==> src/rtl/punc_mem_arbiter.sv <==
// punc_mem_arbiter: shares the single-port PUnC memory between instruction
// fetch, data access and the debug/loader port. One registered access at a
// time; reads are sequenced through a fixed latency and returned on rdata
// with a per-requester valid pulse. Every output is a flop.
module punc_mem_arbiter #(
  parameter int unsigned ADDR_W     = 16,
  parameter int unsigned DATA_W     = 16,
  parameter int unsigned RD_LAT     = 1,
  parameter int unsigned STARVE_MAX = 4
) (
  input  logic              clk,
  input  logic              rst_n,
  input  logic              f_req,
  input  logic [ADDR_W-1:0] f_addr,
  output logic              f_gnt,
  output logic              f_rvalid,
  input  logic              d_req,
  input  logic              d_we,
  input  logic [ADDR_W-1:0] d_addr,
  input  logic [DATA_W-1:0] d_wdata,
  output logic              d_gnt,
  output logic              d_rvalid,
  input  logic              dbg_req,
  input  logic              dbg_we,
  input  logic [ADDR_W-1:0] dbg_addr,
  input  logic [DATA_W-1:0] dbg_wdata,
  output logic              dbg_gnt,
  output logic              dbg_rvalid,
  output logic [DATA_W-1:0] rdata,
  output logic              mem_en,
  output logic              mem_we,
  output logic [ADDR_W-1:0] mem_addr,
  output logic [DATA_W-1:0] mem_wdata,
  input  logic [DATA_W-1:0] mem_rdata,
  output logic              busy
);

  localparam logic [1:0] IDLE  = 2'd0;
  localparam logic [1:0] ISSUE = 2'd1;
  localparam logic [1:0] WAIT  = 2'd2;
  localparam logic [1:0] RESP  = 2'd3;

  // One-hot requester ids, bit order {dbg, data, fetch}
  localparam logic [2:0] ID_F   = 3'b001;
  localparam logic [2:0] ID_D   = 3'b010;
  localparam logic [2:0] ID_DBG = 3'b100;

  localparam int unsigned SW = (STARVE_MAX < 1) ? 1 : $clog2(STARVE_MAX + 1);
  localparam logic [SW-1:0] STARVE_LIM = SW'(STARVE_MAX);
  localparam logic [1:0]    LAT_INIT   = 2'(RD_LAT - 1);

  logic [1:0]        state_q, state_d;
  logic [SW-1:0]     starve_q, starve_d;
  logic [2:0]        id_q, id_d;
  logic [1:0]        lat_q, lat_d;
  logic [2:0]        gnt_q, gnt_d;
  logic [2:0]        rvalid_q, rvalid_d;
  logic [DATA_W-1:0] rdata_q, rdata_d;
  logic              mem_en_q, mem_en_d;
  logic              mem_we_q, mem_we_d;
  logic [ADDR_W-1:0] mem_addr_q, mem_addr_d;
  logic [DATA_W-1:0] mem_wdata_q, mem_wdata_d;
  logic              busy_q, busy_d;

  // Next-state: arbitration in IDLE, issue, latency count, response.
  // mem_addr/mem_wdata double as the latched request fields and hold
  // across the access; mem_we_q carries the latched direction into ISSUE.
  always_comb begin
    state_d     = state_q;
    starve_d    = starve_q;
    id_d        = id_q;
    lat_d       = lat_q;
    gnt_d       = '0;
    rvalid_d    = '0;
    rdata_d     = rdata_q;
    mem_en_d    = 1'b0;
    mem_we_d    = 1'b0;
    mem_addr_d  = mem_addr_q;
    mem_wdata_d = mem_wdata_q;
    case (state_q)
      IDLE: begin
        if (!f_req) starve_d = '0;
        if (dbg_req) begin
          id_d        = ID_DBG;
          mem_we_d    = dbg_we;
          mem_addr_d  = dbg_addr;
          mem_wdata_d = dbg_wdata;
        end else if (d_req && !(f_req && starve_q == STARVE_LIM)) begin
          id_d        = ID_D;
          mem_we_d    = d_we;
          mem_addr_d  = d_addr;
          mem_wdata_d = d_wdata;
          if (f_req) starve_d = starve_q + SW'(1);
        end else if (f_req) begin
          id_d       = ID_F;
          mem_addr_d = f_addr;
          starve_d   = '0;
        end
        if (dbg_req || d_req || f_req) begin
          state_d  = ISSUE;
          mem_en_d = 1'b1;
          gnt_d    = id_d;
        end
      end
      ISSUE: begin
        if (mem_we_q) begin
          state_d = IDLE;
        end else begin
          state_d = WAIT;
          lat_d   = LAT_INIT;
        end
      end
      WAIT: begin
        if (lat_q == '0) begin
          state_d  = RESP;
          rdata_d  = mem_rdata;
          rvalid_d = id_q;
        end else begin
          lat_d = lat_q - 2'd1;
        end
      end
      default: state_d = IDLE;
    endcase
    busy_d = (state_d != IDLE);
  end

  // State and registered outputs; reset abandons any in-flight access.
  always_ff @(posedge clk or negedge rst_n) begin
    if (!rst_n) begin
      state_q     <= IDLE;
      starve_q    <= '0;
      id_q        <= '0;
      lat_q       <= '0;
      gnt_q       <= '0;
      rvalid_q    <= '0;
      rdata_q     <= '0;
      mem_en_q    <= 1'b0;
      mem_we_q    <= 1'b0;
      mem_addr_q  <= '0;
      mem_wdata_q <= '0;
      busy_q      <= 1'b0;
    end else begin
      state_q     <= state_d;
      starve_q    <= starve_d;
      id_q        <= id_d;
      lat_q       <= lat_d;
      gnt_q       <= gnt_d;
      rvalid_q    <= rvalid_d;
      rdata_q     <= rdata_d;
      mem_en_q    <= mem_en_d;
      mem_we_q    <= mem_we_d;
      mem_addr_q  <= mem_addr_d;
      mem_wdata_q <= mem_wdata_d;
      busy_q      <= busy_d;
    end
  end

  assign f_gnt      = gnt_q[0];
  assign d_gnt      = gnt_q[1];
  assign dbg_gnt    = gnt_q[2];
  assign f_rvalid   = rvalid_q[0];
  assign d_rvalid   = rvalid_q[1];
  assign dbg_rvalid = rvalid_q[2];
  assign rdata      = rdata_q;
  assign mem_en     = mem_en_q;
  assign mem_we     = mem_we_q;
  assign mem_addr   = mem_addr_q;
  assign mem_wdata  = mem_wdata_q;
  assign busy       = busy_q;

endmodule

==> config.mk <==
export PLATFORM = sky130hd
export DESIGN_NAME = punc_mem_arbiter
export DESIGN_NICKNAME = d
export VERILOG_FILES = /design/src/rtl/punc_mem_arbiter.sv
export SDC_FILE = /design/constraint.sdc
export NUM_CORES = 1
export LEC_CHECK = 0
export CORE_MARGIN = 1
export CORE_UTILIZATION = 42
export CTS_BUF_LIST = sky130_fd_sc_hd__clkbuf_2
export DETAILED_ROUTE_END_ITERATION = 8
export GPL_TIMING_DRIVEN = 0
export PLACE_DENSITY = 0.82
export SETUP_SLACK_MARGIN = 0.3
export SYNTH_ARGS = -nofsm -noshare
export SYNTH_HDL_FRONTEND = slang
export SYNTH_SLANG_ARGS = --single-unit
==> constraint.sdc <==
create_clock -name clk -period 1.74 [get_ports clk]
set_clock_uncertainty 0.05 [all_clocks]
set_input_delay 0.348 -clock clk [delete_from_list [all_inputs] [get_ports clk]]
set_output_delay 0.348 -clock clk [all_outputs]
set_load 0.02 [all_outputs]
---- Yosys cells after proc, flatten, opt, wreduce, memory -nomap -nowiden ----
Cells that the tools add are included.
cells by class
  add/subtract/negate cells ............... 2
  multiply operators ...................... 0
  div/mod/pow operators ................... 0
  order comparisons ....................... 0
  equal/unequal tests ..................... 5
  shifts and indexed selects .............. 0
  muxes and demuxes ....................... 29
  bitwise gates (word level) .............. 0
  reductions and logical operators ........ 15
operator list
  operator                                           count
  two-way mux 16 bit                                 5
  two-way mux 3 bit                                  12
  two-way mux 2 bit                                  5
  case mux 2 bit (3 select lines)                    1
  AND reduction 2 bit                                3
  nonzero test 2 bit                                 3
  two-way mux 1 bit                                  5
  zero test 2 bit                                    2
  inequality test 2 bit (second input constant)      2
  case mux 2 bit (2 select lines)                    1
  adder 3 x 1 -> 3 bit (second input constant)       1
  == test 3 bit (second input constant)              1
  AND reduction 3 bit                                1
  nonzero test 3 bit                                 1
  == test 2 x 1 -> 1 bit (second input constant)     1
  == test 2 bit (second input constant)              1
  logical AND 1 bit                                  2
  logical OR 1 bit                                   2
  subtractor 2 x 1 -> 2 bit (second input constant)  1
  zero test 1 bit                                    1
word-level totals
  bits in registers ....................... 67
  latch bits .............................. 0
  bits in writable memories ............... 0
  bits in read-only memories .............. 0
  input bits .............................. 103
  word-level logic and storage cells ...... 63
  memories ................................ 0

---- Logic depth before layout (Yosys ltp) ----
Gate-level depths: netlist of run 1.
  depth after elaboration ................. 8
  depth in mapped cells ................... 7
  mapped depth without buffers ............ 5

---- Worst setup path after synthesis of run 1 ----
Ideal clock, no wire load.
  kind .................................... reg-to-reg
  start point ............................. register starve_q[0]
  end point ............................... register mem_wdata_q[10], in the netlist mem_wdata[10]
  library setup time ...................... 0.130 ns
  arrival time ............................ 1.420 ns
  slack ................................... 0.140 ns
  stages on the path, launching flop included .. 8
  path through ............................ dfrtp_1 inv_1 ha_1 and3_1 clkbuf_2 buf_1 nor4_1 nor3_1
on the way
  longest elaborated chain between the ends .. 6
RTL lines
  what                           RTL line  source
  start, declared                53        logic [SW-1:0] starve_q, starve_d;
  start signal, assigned         144       starve_q <= starve_d;
  == test 3 bit                  88        end else if (d_req && !(f_req && starve_q == STARVE_LIM)) begin
  logical AND 1 bit              88
  zero test 1 bit                88
  logical AND 1 bit              88
  nonzero test 2 bit (no line)   n/a
  AND reduction 2 bit (no line)  n/a
  end signal, assigned           153       mem_wdata_q <= mem_wdata_d;
  end, declared                  62        logic [DATA_W-1:0] mem_wdata_q, mem_wdata_d;
No other way between the ends.
A chain may end at the register's enable or synchronous reset.

---- Final worst setup path of run 1 ----
  start point ............................. register state_q[1]
  end point ............................... register mem_wdata_q[15], in the netlist mem_wdata[15]
on the way
  longest elaborated chain between the ends .. 2
RTL lines
  what                           RTL line  source
  start, declared                52        logic [1:0] state_q, state_d;
  start signal, assigned         143       state_q <= state_d;
  zero test 2 bit                80        case (state_q)
  AND reduction 2 bit (no line)  n/a
No other way between the ends.

==> run metrics, run 1 <==
DR WL/cell 20.6 microns; DR vias/cell 5.80; Worst Max-Slew Pin Slew 0.865 ns; Mapped Cells 328; most frequent cells in the layout clkdlybuf4s50_1, buf_6, buf_4; cell taking the most area after synthesis dfrtp_1; Leak 0.00281 uW; fin crit period 1.66 ns; top cells by area, synth dfrtp_1, mux2_2, a32oi_1, a211oi_1, nor2b_1; Hold Path Class input port to flip-flop; RSZ-0062 raised after global routing true; CTS tree built; reg2reg setup slack 0.08 ns; Die W 91.1 microns; nets 685; Peak VDD IR 0.840 mV; Critical Path Source state_q[1]; clock tree buffer depth 2; routed wire length 14.1 mm; Area after DPL 5150 sq um; mapped cell area 3330 sq um; final hold slack 0.191 ns; Sink Count 67; CTS Buf Count 9; area growth from synthesis to layout 98.8%; clk_lat worst skew 0.54 ns; Tot GR Track Use 0.301; worst r2r src state_q[1]; hold path startpoint d_req; DRC Markers 2; DIE HEIGHT 91.1 microns; Hold Path Depth 4; DPL Wire Length 7.39 mm; ANT cells 0; hold endpoint starve_q[2]; vias in the first global route 3895; Synthesis Warnings 0; sequential area share after synthesis 0.503; Reg-to-Reg End mem_wdata[15]; final worst path period share 0.955; CP Capture Type flip-flop; Die Footprint 8290 sq um; Boundary Pins 160; outcome finished with violations; TNS Setup 0 ns; largest net degree at the start of global routing 68; Port Buf Inserts 158; violated checks design-rule violations; first-pass GRT wire length 19.5 mm; initial antenna violation count 0; row count 32; final number of max-transition violations 0; Max Cap Viol 0; Remaining Overflow, GRT 0; clock root buffer clkbuf_2; pwr dens 1610 nW/um^2; Final Cell Area 6620 sq um; final count of negative-setup-slack endpoints 0; Fin. Hold Viols 0; max_slew headroom 0.423; Required @ worst endpoint 2.16 ns; Initial Util 0.433; number of DRC markers in iteration 0 231; Fillers 372; post-synth cell types 41; Synth Area per Inst 10.2 sq um; CORE AREA 7690 sq um; top-area cell type share of the netlist area 0.503; Synth Net Count 434; final core occ 0.861; startpoint types flip-flop; fmax 0.602 GHz; Seq cells post-synth 67; Critical Path Fanout Max 10; GPL Wtd Cong 0.840; arrival time worst endpoint 2.08 ns; Reg2Reg Depth 6; share of cells above drive strength 1 0.438; vias 3981; H-tree depth 3; commonest non-fill, non-tap cell in the layout clkdlybuf4s50_1; critical path type flip-flop to flip-flop; Reg clk slew, reported paths 0.22 ns; first drt pass iteration count 9; post-route ant nets 0
==> through the flow <==
stage	std cells	total power [uW]	worst slack [ns]
floorplan	328	5170	0.190
global placement	588	7030	-1.93
detailed placement	588	7150	-0.462
CTS	651	9400	0.128
global route	686	11100	0.0159
finish	686	10600	0.0775
==> worst max-delay path by stage <==
| stage | endpoint | depth (start not counted) |
|---|---|---|
| 5_1_grt | mem_wdata[9] | 6 |
| 4_1_cts | mem_wdata[9] | 6 |
| 3_5_place_dp | mem_wdata[14] | 6 |
| 3_3_place_gp | mem_wdata[10] | 1 |
| 6_report | mem_wdata[15] | 6 |
| 2_1_floorplan | mem_wdata[10] | 6 |
==> logic make-up after synthesis <==
logic type,Yosys count,synth area share
AO/OA/AOI/OAI,110,0.218
adder cells (fa/ha/maj),3,0.0113
buffers and inverters,44,0.0627
flip-flops,67,0.503
multiplexers,16,0.0541
AND/OR/NAND/NOR,88,0.151
==> final cells by class <==
| cell class | instances | area [sq um] | share of cell area |
|---|---|---|---|
| timing repair buffer | 240 | 2400 | 0.362 |
| multi-input combinational | 217 | 1910 | 0.288 |
| sequential | 67 | 1680 | 0.253 |
| buffer | 35 | 355 | 0.0537 |
| tap | 102 | 128 | 0.0193 |
| clock inverter | 7 | 75.1 | 0.0113 |
| clock buffer | 9 | 45.0 | 0.00680 |
| inverter | 9 | 36.3 | 0.00548 |
==> sequential cells by signal, indices dropped and copies added, names as in the netlist <==
register	count
mem_en	1
mem_addr	16
busy	1
gnt_q	3
state_q	2
id_q	3
lat_q	2
mem_we	1
mem_wdata	16
rdata	16
rvalid_q	3
starve_q	3
==> where the power goes <==
part | internal, uW | switching, uW
sequential | 2280 | 570
combinational | 3750 | 3020
clock | 342 | 671
==> what timing repair did <==
item | CTS | global route
hold endpoints to repair | 68 | 0
cloned | 4 | 1
hold buffers | 2 | 0
setup buffers | 41 | 34
pin swaps | 30 | 20
endpoints found under the setup margin | 105 | 115
resized for setup | 415 | 67
==> per-layer routing <==
metal  share of wire  GRT usage
met5               0          0
met4           0.040      0.118
met3           0.068     0.0570
met2            0.49      0.528
met1            0.40      0.365
==> Yosys cell counts <==
cell,n
o22ai_1,16
nand2_4,1
inv_1,8
a221oi_1,2
and2b_1,1
buf_6,3
buf_1,1
a2111oi_2,1
a21o_1,1
o21ai_0,20
nand4b_1,1
a32o_1,2
a211oi_1,16
clkbuf_2,1
a21oi_1,17
ha_1,3
or3b_1,1
nand3b_1,1
nand2_1,10
dfrtp_1,67
and3_1,4
or3b_2,1
nor2b_1,19
nand2b_1,2
or3_1,1
nor4_1,16
inv_2,1
nand2_2,1
nor3_1,16
or2_1,1
nand3_1,1
or4_1,1
o21ai_1,1
buf_2,16
o221ai_1,1
a32oi_1,16
mux2_2,16
clkbuf_1,14
nor2_1,9
nor3_2,1
a31oi_1,17
==> worst max-delay path, stage by stage (launching register included) <==
cell and delay [ns]:
dfrtp_1 0.44, buf_6 0.14, or3b_4 0.37, buf_6 0.14
buf_6 0.14, o22ai_1 0.23, nor3_2 0.07
(Power assumes the default switching activity.)
==> run 2: changes to the inputs <==
TNS_END_PERCENT = 30   (was unset)
==> run metrics, run 2 (synthesis results as in run 1) <==
startpoint types flip-flop; pwr dens 1530 nW/um^2; H-tree depth 3; Port Buf Inserts 158; clk_lat worst skew 0.52 ns; clock root buffer clkbuf_2; Worst Max-Slew Pin Slew 0.828 ns; fmax 0.612 GHz; RSZ-0062 raised after global routing true; arrival time worst endpoint 2.01 ns; post-route ant nets 0; Gate power share 0.618; DPL Wire Length 7.34 mm; row count 32; Reg clk slew, reported paths 0.20 ns; DIE HEIGHT 91.1 microns; Tot GR Track Use 0.280; outcome complete, no violations; clock power share 0.081; slowest CP cell dfrtp_2; max_slew headroom 0.448; DR vias/cell 5.67; sw power 3840 uW; final worst path period share 0.939; CTS tree built; largest net degree at the start of global routing 68; final count of negative-setup-slack endpoints 0; CORE AREA 7690 sq um; share of cells above drive strength 1 0.382; initial antenna violation count 0; Boundary Pins 160; Max Cap Viol 0; Hold Path Class input port to flip-flop; Fin. Hold Viols 0; DRC Markers 0; first-pass GRT wire length 18.1 mm; total chip power 9410 uW; Required @ worst endpoint 2.11 ns; routed wire length 12.1 mm; first drt pass iteration count 5; Remaining Overflow, GRT 0; CP Capture Type flip-flop; fin crit period 1.63 ns; Sink Count 67; most frequent cells in the layout clkdlybuf4s50_1, dfrtp_1, buf_6; area growth from synthesis to layout 84.5%; setup ws final 0.106 ns; CTS Buf Count 9; Peak VDD IR 0.844 mV; Leak 0.00251 uW; Pint 5560 uW; vias in the first global route 3735; crit-path max cell delay 0.50 ns; final number of max-transition violations 0; sequential fraction of design power 0.301; commonest non-fill, non-tap cell in the layout clkdlybuf4s50_1; clock tree buffer depth 2; Fillers 473; Die W 91.1 microns; GPL Wtd Cong 0.801; worst path cell trace or3b_1 > buf_6 > buf_16 > nor4_4 > nor3_2; critical path type flip-flop to flip-flop; switching part of the total 0.409; Die Footprint 8290 sq um; Initial Util 0.433; Critical Path Fanout Max 7; nets 648; Place WS -0.572 ns; number of DRC markers in iteration 0 228; ANT cells 0; vias 3682; DR WL/cell 18.7 microns
run 2: cell count changes in the layout (fill, tap and decap cells not counted), moves of 6 or more:
cell	delta
buf_4	-25
buf_6	-17
o21ai_0	+14
mux2_2	+11
mux2_4	-11
o21ai_1	-8
buf_8	-7
o21ai_2	-7
nor4_2	+6
nor4_4	-6
run 2: power by group through the flow:
stage / logic (uW) / clock network, uW / registers [uW]
after detailed placement: 4390 / 0 / 2760
after global placement: 4300 / 0 / 2720
after floorplan: 1650 / 0 / 3480
after CTS: 5260 / 753 / 2750
final: 5810 / 764 / 2830
after global routing: 6110 / 841 / 2890
run 2: worst paths after layout:
path / cells after the start / startpoint / slack, ns / to
max: 5 / state_q[0] / 0.11 / mem_wdata[13]
min: 4 / d_req / 0.20 / starve_q[2]
max reg2reg: 5 / state_q[0] / 0.11 / mem_wdata[13]
min reg2reg: 1 / id_q[0] / 0.49 / rvalid_q[0]
max in group asynchronous: 2 / rst_n / 0.66 / state_q[0]
min in group asynchronous: 2 / rst_n / 0.39 / mem_addr[2]
run 2: area by class of cell:
type,instances,area (sq um),area share
plain buffers,35,370,0.0603
clock buffers,10,50.0,0.00814
clock inverters,6,32.5,0.00529
inverters,9,36.3,0.00590
multi-input cells,217,1810,0.294
flip-flops and latches,67,1680,0.273
well taps,102,128,0.0208
repair buffers,203,2040,0.332
run 2: metal layers:
metal	GRT usage	wire length [microns]
met3	0.0620	722
met4	0.110	361
met2	0.499	6360
met5	0	0
met1	0.327	4700
run 2: timing repair:
action                                  in CTS  in global routing
cloned                                       3                  1
gates resized for setup                    309                113
hold buffers                                 1                  1
pin swaps                                   17                  9
endpoints found under the setup margin     117                114
setup buffers                               33                  6
endpoints found under the hold margin       67                  1
run 2: per-stage QoR:
stage	utilization	instance area [sq um]	TNS, ns	instances	hold WS, ns
global placement	0.665	5110	-149.38	588	0.437
floorplan	-	3400	0	328	0.00241
detailed placement	0.664	5110	-17.25	588	0.442
CTS	0.771	5930	0	641	0.00855
global route	0.799	6150	0	649	0.167
finish	0.799	6150	0	649	0.197
run 2: critical path: cells and delay by family, from the launching register on:
family	cells	cell delay (ns)
simple gates	3	0.71
buf+inv	2	0.30
flops	1	0.50
